--- src/rtl/codec_config_seq.sv ---
// codec_config_seq: walks a fixed table of audio-codec register words and
// hands each {sub-address, data} word to the I2C write engine over the
// GO/ACK/READY handshake. Transfers are spaced by a fixed gap. A stalled
// engine is reported on ERR, and a completed run is reported on DONE.
module codec_config_seq #(
    parameter int NUM_REGS       = 11,
    parameter int POWERUP_CYCLES = 1024,
    parameter int GAP_CYCLES     = 4,
    parameter int TIMEOUT_CYCLES = 255,
    parameter bit AUTO_START     = 1'b1
) (
    input  logic        CLK,
    input  logic        RST,
    input  logic        START,
    output logic [15:0] I2C_DATA,
    output logic        GO,
    input  logic        ACK,
    input  logic        READY,
    output logic        BUSY,
    output logic        DONE,
    output logic        ERR,
    output logic [3:0]  INDEX
);

    localparam int PW = (POWERUP_CYCLES < 2) ? 1 : $clog2(POWERUP_CYCLES + 1);
    localparam int GW = (GAP_CYCLES < 2) ? 1 : $clog2(GAP_CYCLES + 1);
    localparam int TW = (TIMEOUT_CYCLES < 2) ? 1 : $clog2(TIMEOUT_CYCLES + 1);

    typedef enum logic [2:0] {
        S_IDLE,
        S_PWRUP,
        S_LOAD,
        S_REQ,
        S_WAIT_XFER,
        S_GAP,
        S_DONE,
        S_ERROR
    } state_t;

    state_t        state;
    logic [PW-1:0] pwr_cnt;
    logic [GW-1:0] gap_cnt;
    logic [TW-1:0] tmo_cnt;

    // Codec register table: {sub-address, data}
    function automatic logic [15:0] table_word(input logic [3:0] i);
        case (i)
            4'd0:    return 16'h1E00;  // codec reset
            4'd1:    return 16'h0C00;  // power all on
            4'd2:    return 16'h0017;  // line-in L, 0 dB
            4'd3:    return 16'h0217;  // line-in R, 0 dB
            4'd4:    return 16'h047F;  // headphone L
            4'd5:    return 16'h067F;  // headphone R
            4'd6:    return 16'h0812;  // analog path
            4'd7:    return 16'h0A06;  // digital path
            4'd8:    return 16'h0E02;  // I2S, 16-bit
            4'd9:    return 16'h1000;  // 48 kHz normal
            4'd10:   return 16'h1201;  // active
            default: return 16'h0000;
        endcase
    endfunction

    // Sequencer FSM; every output is registered and changes with the state.
    // Counters only advance below their terminal value, so they saturate.
    always_ff @(posedge CLK) begin
        if (RST) begin
            state    <= AUTO_START ? S_PWRUP : S_IDLE;
            GO       <= 1'b0;
            I2C_DATA <= 16'h0000;
            BUSY     <= 1'b0;
            DONE     <= 1'b0;
            ERR      <= 1'b0;
            INDEX    <= 4'd0;
            pwr_cnt  <= '0;
            gap_cnt  <= '0;
            tmo_cnt  <= '0;
        end else begin
            case (state)
                S_IDLE: begin
                    if (START) begin
                        state <= S_LOAD;
                        INDEX <= 4'd0;
                        DONE  <= 1'b0;
                        ERR   <= 1'b0;
                        BUSY  <= 1'b1;
                    end
                end
                S_PWRUP: begin
                    BUSY <= 1'b1;
                    if (int'(pwr_cnt) + 1 >= POWERUP_CYCLES) begin
                        state <= S_LOAD;
                        INDEX <= 4'd0;
                    end else begin
                        pwr_cnt <= pwr_cnt + PW'(1);
                    end
                end
                S_LOAD: begin
                    I2C_DATA <= table_word(INDEX);
                    tmo_cnt  <= '0;
                    GO       <= 1'b1;
                    state    <= S_REQ;
                end
                S_REQ: begin
                    // ACK has priority over READY: READY may still be high
                    // from before this transfer started.
                    if (ACK) begin
                        GO      <= 1'b0;
                        tmo_cnt <= '0;
                        state   <= S_WAIT_XFER;
                    end else if (int'(tmo_cnt) + 1 >= TIMEOUT_CYCLES) begin
                        GO    <= 1'b0;
                        ERR   <= 1'b1;
                        BUSY  <= 1'b0;
                        state <= S_ERROR;
                    end else begin
                        tmo_cnt <= tmo_cnt + TW'(1);
                    end
                end
                S_WAIT_XFER: begin
                    if (READY) begin
                        if (INDEX >= 4'(NUM_REGS - 1)) begin
                            DONE  <= 1'b1;
                            BUSY  <= 1'b0;
                            state <= S_DONE;
                        end else begin
                            gap_cnt <= '0;
                            state   <= S_GAP;
                        end
                    end else if (int'(tmo_cnt) + 1 >= TIMEOUT_CYCLES) begin
                        ERR   <= 1'b1;
                        BUSY  <= 1'b0;
                        state <= S_ERROR;
                    end else begin
                        tmo_cnt <= tmo_cnt + TW'(1);
                    end
                end
                S_GAP: begin
                    if (int'(gap_cnt) + 1 >= GAP_CYCLES) begin
                        if (INDEX < 4'(NUM_REGS - 1)) begin
                            INDEX <= INDEX + 4'd1;
                        end
                        state <= S_LOAD;
                    end else begin
                        gap_cnt <= gap_cnt + GW'(1);
                    end
                end
                S_DONE: begin
                    if (START) begin
                        state <= S_LOAD;
                        INDEX <= 4'd0;
                        DONE  <= 1'b0;
                        BUSY  <= 1'b1;
                    end
                end
                S_ERROR: begin
                    if (START) begin
                        state <= S_LOAD;
                        INDEX <= 4'd0;
                        ERR   <= 1'b0;
                        BUSY  <= 1'b1;
                    end
                end
                default: begin
                    GO    <= 1'b0;
                    BUSY  <= 1'b0;
                    state <= S_IDLE;
                end
            endcase
        end
    end

endmodule

--- config.mk ---
export PLATFORM = sky130hd
export DESIGN_NAME = codec_config_seq
export DESIGN_NICKNAME = d
export VERILOG_FILES = /design/src/rtl/codec_config_seq.sv
export SDC_FILE = /design/constraint.sdc
export NUM_CORES = 1
export LEC_CHECK = 0
export CAP_MARGIN = 20
export CORE_MARGIN = 8
export CORE_UTILIZATION = 40
export DETAILED_ROUTE_END_ITERATION = 16
export PLACE_DENSITY = 0.58
export SYNTH_ARGS = -nofsm -noshare
export SYNTH_HDL_FRONTEND = slang
export SYNTH_SLANG_ARGS = --single-unit
--- constraint.sdc ---
create_clock -name CLK -period 2.95 [get_ports CLK]
set_clock_uncertainty 0.1 [all_clocks]
set_input_delay 0.59 -clock CLK [delete_from_list [all_inputs] [get_ports CLK]]
set_output_delay 0.59 -clock CLK [all_outputs]
set_load 0.1 [all_outputs]
==> results of run 1 <==
[flip-flops by register name (all words and copies together), names as in the netlist, 3 cells and up]
register,flops
tmo_cnt,8
I2C_DATA,9
gap_cnt,3
state,3
INDEX,4
pwr_cnt,11
[per-layer routing]
| metal | vias to the layer above | wire [um] | GRT usage |
|---|---|---|---|
| li1 | 1171 | - | - |
| met1 | 1101 | 2710 | 0.163 |
| met2 | 51 | 2890 | 0.233 |
| met3 | 12 | 264 | 0.0349 |
| met4 | 0 | 125 | 0.0637 |
| met5 | - | 0 | 0 |
[path summary, 6_finish.rpt]
kind | from | endpoint | slack [ns] | cells after the start
worst min register to register | ERR | ERR | 0.36 | 2
worst max-delay path | tmo_cnt[0] | tmo_cnt[0] | 0.40 | 6
worst max register to register | tmo_cnt[0] | tmo_cnt[0] | 0.40 | 6
worst min-delay path | ERR | ERR | 0.36 | 2
[area by class of cell]
class                   count  area, sq um
inverters                  11         41.3
well taps                  75         93.8
repair buffers             27          213
fillers                   615         3200
multi-input cells         238         1520
clock buffers               6         82.6
flip-flops and latches     42          841
[metrics by stage]
step | cell area, sq um | setup WS [ns] | hold slack, ns | util
after CTS | 2790 | 0.400 | 0.369 | 0.465
after global placement | 2700 | 0.304 | 0.347 | 0.451
after detailed placement | 2700 | 0.279 | 0.356 | 0.451
after global routing | 2790 | 0.283 | 0.393 | 0.465
after floorplan | 2510 | 0.428 | 0.348 | -
final | 2790 | 0.397 | 0.363 | 0.465
[cells in the final DEF, fill, tap and decap left out, types with 3 or more instances in the layout]
master	n
ha_1	12
a31oi_1	10
and2_1	3
clkdlybuf4s50_1	4
mux2i_1	3
a22oi_1	4
nor3_1	14
or3_1	7
nand2_1	25
nor4_1	3
or4_1	3
nand3_1	16
xor2_1	4
nand2b_1	4
nor2_1	27
nand4_1	3
o21ai_0	14
dfxtp_1	42
conb_1	5
o211a_1	3
a32o_1	3
o31ai_1	8
a21oi_1	23
inv_1	11
and3_1	3
clkbuf_8	6
buf_4	23
[power by group]
group / internal [mW] / leakage, nW / total, mW / switching, mW
Sequential: 0.632 / 0.340 / 0.740 / 0.109
Combinational: 0.256 / 0.684 / 0.821 / 0.565
Clock: 0.181 / 0.0431 / 0.366 / 0.186
[cell families after synthesis]
kind of cell	count (synthesis)	synth area share
xor gates and xnor gates	4	0.0140
AOI/OAI and AO/OA	88	0.244
DFF	42	0.337
and+or+nand+nor	125	0.265
muxes	4	0.0165
other	1	0.00150
adders and majority gates	12	0.0601
buffers and inverters	33	0.0622
[worst reg2reg max path, delay by kind of cell (launching register included)]
family | cells | cell delay, ns
adder cells (fa/ha/maj) | 1 | 0.30
AO/OA/AOI/OAI | 2 | 0.79
flip-flops | 1 | 0.38
AND/OR/NAND/NOR | 3 | 0.88
==> results.py, run 1 <==
metrics = {
    "job": {
        "timing.max_cap.violations": 0,
    },
    "global_route": {
        "overflow": 0,
        "grt_max_degree": 32,
        "antenna_found_initial": 0,
        "grt_pass1_vias": 2188,
        "grt_first_pass_wirelength_mm": 10.1,
        "grtUsageTotal": 0.139,
    },
    "clocking": {
        "cts_setup_buffers": 0,
        "cts_hold_buf": 0,
        "clk_latency_ns": 0.30,
        "clock-sinks": 42,
        "cts_resized": 0,
        "clk_pin_slew_worst_paths_ns": 0.08,
        "cts_tree": "yes",
        "cts-htree-levels": 2,
        "numCtsBuffers": 5,
        "clockRootBuffer": "clkbuf_8",
        "cts.path.max_buffers": 2,
    },
    "pwr": {
        "ir_drop_v": 0.000380,
        "p_leak_nw": 1.07,
        "p_per_area_nw_per_um2": 692,
        "finalPower_mw": 1.93,
    },
    "synthesis": {
        "ys_top_cells_by_area": "dfxtp_1 34%, ha_1 6.0%, a21oi_1 4.6%",
        "syn-cell-area_sq_um": 2500,
        "yosysTopAreaCell": "dfxtp_1",
        "netlist.area_leader.share": 0.337,
        "synth-async-reset-ratio": 0,
        "postSynthAreaPerCell_sq_um": 8.08,
        "synth.most_common_cell": "dfxtp_1",
        "synth_flop_cell": "dfxtp_1",
        "synth_seq_area_share": 0.337,
        "synth_warnings": 0,
        "synth-edff-count": 0,
        "synth_cell_types": 61,
        "ys_seq_elements": 42,
        "netlist_instances": 309,
        "synthTopCellsByCount": "42 x dfxtp_1, 27 x nor2_1, 25 x nand2_1, 23 x a21oi_1, 16 x nand3_1",
    },
    "finish": {
        "design.final.nets": 342,
        "instances_no_fill": 399,
        "layout-area-overhead-vs-synth_pct": 11.6,
        "drive_gt1_frac": 0.123,
        "antenna_cells": 0,
    },
    "min_path": {
        "hp-class": "flop to flop",
    },
    "worst_setup_path": {
        "worst_ep_required_time_ns": 3.05,
        "arrival_ns": 2.65,
        "cp-end-kind": "flop",
        "critPathLaunchType": "flop",
        "worst-path-max-fanout": 6,
        "crit_type": "flop to flop",
        "crit_chain": "ha_1, and2_2, or4_4, a2111oi_2, nor2_1, a32o_1",
        "critical_path.top_delay_family": "simple AND/OR/NAND/NOR gates",
        "crit_buf_inv": 0,
        "cpMaxStageDelayCell": "a2111oi_2",
        "slowest_delay_ns": 0.55,
    },
    "sta": {
        "max-slew-margin-rel": 0.598,
        "setup_viol": 0,
        "rsz0062_at_grt": "no",
        "slew_viol_final": 0,
        "worstMarginPinSlew_ns": 0.602,
        "max_freq_mhz": 392,
        "hold_viol": 0,
        "setup-tns-final_ns": 0,
        "finalCriticalPeriod_ns": 2.55,
        "fin_crit_sh": 0.866,
    },
    "place": {
        "dp_hpwl_mm": 4.33,
        "placedCellCount": 393,
        "gp_congestion": 0.937,
        "io_buffer_count": 23,
    },
    "routing": {
        "drt_iter0_markers": 130,
        "drcViolationCount": 0,
        "via_count": 2335,
        "drt-vias-per-instance": 5.85,
        "drtPass1Iterations": 4,
        "wl_per_cell_um": 15.0,
        "ant_nets": 0,
        "wl_mm": 5.99,
    },
    "floorplanning": {
        "dieHeight_um": 95.0,
        "placementRows": 28,
        "io_pins": 29,
        "coreArea_sq_um": 5990,
        "die_w_um": 95.0,
        "die-area_sq_um": 9020,
        "initial_utilization": 0.417,
    },
    "outcome": {
        "status": "finished, final reports clean",
    },
}
No activity file was read; power rests on OpenSTA's default activity.
==> run 2, diff against run 1 <==
--- a/config.mk
+++ b/config.mk
@@ -5,10 +5,12 @@
 export SDC_FILE = /design/constraint.sdc
 export NUM_CORES = 1
 export LEC_CHECK = 0
+export ABC_AREA = 0
 export CAP_MARGIN = 20
 export CORE_MARGIN = 8
 export CORE_UTILIZATION = 40
 export DETAILED_ROUTE_END_ITERATION = 16
+export MAX_ROUTING_LAYER = met4
 export PLACE_DENSITY = 0.58
 export SYNTH_ARGS = -nofsm -noshare
 export SYNTH_HDL_FRONTEND = slang
==> results.py, run 2 (synthesis results as in run 1) <==
metrics = {
    "floorplanning": {
        "dieHeight_um": 95.0,
        "die-area_sq_um": 9020,
        "placementRows": 28,
        "coreArea_sq_um": 5990,
        "initial_utilization": 0.417,
        "die_w_um": 95.0,
        "io_pins": 29,
    },
    "global_route": {
        "grt_first_pass_wirelength_mm": 10.1,
        "grtUsageTotal": 0.143,
        "overflow": 0,
        "grt_max_degree": 32,
        "antenna_found_initial": 0,
        "grt_pass1_vias": 2187,
    },
    "clocking": {
        "clock-sinks": 42,
        "clk_latency_ns": 0.30,
        "cts_resized": 0,
        "cts-htree-levels": 2,
        "clockRootBuffer": "clkbuf_8",
        "clk_pin_slew_worst_paths_ns": 0.08,
        "cts_hold_buf": 0,
        "cts.path.max_buffers": 2,
        "cts_tree": "yes",
        "cts_setup_buffers": 0,
        "numCtsBuffers": 5,
    },
    "routing": {
        "drt_iter0_markers": 140,
        "wl_mm": 5.99,
        "ant_nets": 0,
        "wl_per_cell_um": 15.0,
        "via_count": 2336,
        "drt-vias-per-instance": 5.85,
        "drtPass1Iterations": 4,
        "drcViolationCount": 0,
    },
    "outcome": {
        "status": "finished, final reports clean",
    },
    "place": {
        "dp_hpwl_mm": 4.33,
        "io_buffer_count": 23,
        "pre_cts_slack_ns": 0.279,
        "placed_cell_area_sq_um": 2700,
        "gp_congestion": 0.954,
    },
    "sta": {
        "max-slew-margin-rel": 0.598,
        "max_freq_mhz": 392,
        "finalCriticalPeriod_ns": 2.55,
        "hold_viol": 0,
        "slew_viol_final": 0,
        "fin_crit_sh": 0.866,
        "rsz0062_at_grt": "no",
        "finalWorstSetupSlack_ns": 0.397,
        "worstMarginPinSlew_ns": 0.602,
        "setup_viol": 0,
        "setup-tns-final_ns": 0,
    },
    "pwr": {
        "ir_drop_v": 0.000380,
        "p_leak_nw": 1.07,
        "p_per_area_nw_per_um2": 692,
    },
    "finish": {
        "final_common_cell": "dfxtp_1",
        "layout-area-overhead-vs-synth_pct": 11.6,
        "drive_gt1_frac": 0.123,
        "reg_top3": "pwr_cnt: 11 flops, I2C_DATA: 9 flops, tmo_cnt: 8 flops",
        "final_cell_mix": "42 x dfxtp_1, 27 x nor2_1, 25 x nand2_1, 23 x a21oi_1, 23 x buf_4",
        "design.final.nets": 342,
        "fin_area_sq_um": 2790,
        "largest-register": "pwr_cnt",
        "antenna_cells": 0,
        "largest_reg_flops": 11,
    },
    "worst_setup_path": {
        "cp-end-kind": "flop",
        "critPathLaunchType": "flop",
        "arrival_ns": 2.65,
        "worst_ep_required_time_ns": 3.05,
        "crit_type": "flop to flop",
        "worst-path-max-fanout": 6,
    },
    "job": {
        "timing.max_cap.violations": 0,
    },
    "min_path": {
        "hp-class": "flop to flop",
    },
}
run 2: cell counts in the layout (fill, tap and decap cells not counted):
Identical to the previous run, type by type.
run 2: worst max-delay path, stage by stage (launching register included):
cell	delay, ns
dfxtp_1	0.38
ha_1	0.30
and2_2	0.24
or4_4	0.49
a2111oi_2	0.55
nor2_1	0.15
a32o_1	0.24
run 2: routing by layer:
layer / vias to the layer above / share of wire / GRT usage
met5: - / 0 / -
met4: 0 / 0.021 / 0.0637
met3: 12 / 0.038 / 0.0310
met2: 51 / 0.48 / 0.233
met1: 1103 / 0.46 / 0.165
li1: 1170 / - / -
run 2: path summary, 6_finish.rpt:
check        startpoint  depth (start not counted)  slack [ns]          to
max          tmo_cnt[0]                          6        0.40  tmo_cnt[0]
min                 ERR                          2        0.36         ERR
max reg2reg  tmo_cnt[0]                          6        0.40  tmo_cnt[0]
min reg2reg         ERR                          2        0.36         ERR
run 2: per-stage QoR:
| step | std cells | utilization | hold WS, ns | power [mW] |
|---|---|---|---|---|
| floorplan | 313 | - | 0.348 | 1.41 |
| global placement | 393 | 0.451 | 0.347 | 1.56 |
| detailed placement | 393 | 0.451 | 0.356 | 1.57 |
| CTS | 399 | 0.465 | 0.369 | 1.95 |
| global route | 399 | 0.465 | 0.393 | 2.05 |
| finish | 399 | 0.465 | 0.363 | 1.93 |
run 2: report_power, final:
part | internal (mW) | leakage [nW] | switching [mW]
combinational | 0.256 | 0.684 | 0.565
sequential | 0.632 | 0.340 | 0.109
clock | 0.181 | 0.0431 | 0.185
total | 1.07 | 1.07 | 0.859
run 2: area by class of cell:
type / count / area [sq um]
Timing Repair Buffer: 27 / 213
Tap cell: 75 / 93.8
Clock buffer: 6 / 82.6
Sequential cell: 42 / 841
Fill cell: 615 / 3200
Multi-Input combinational cell: 238 / 1520
Inverter: 11 / 41.3
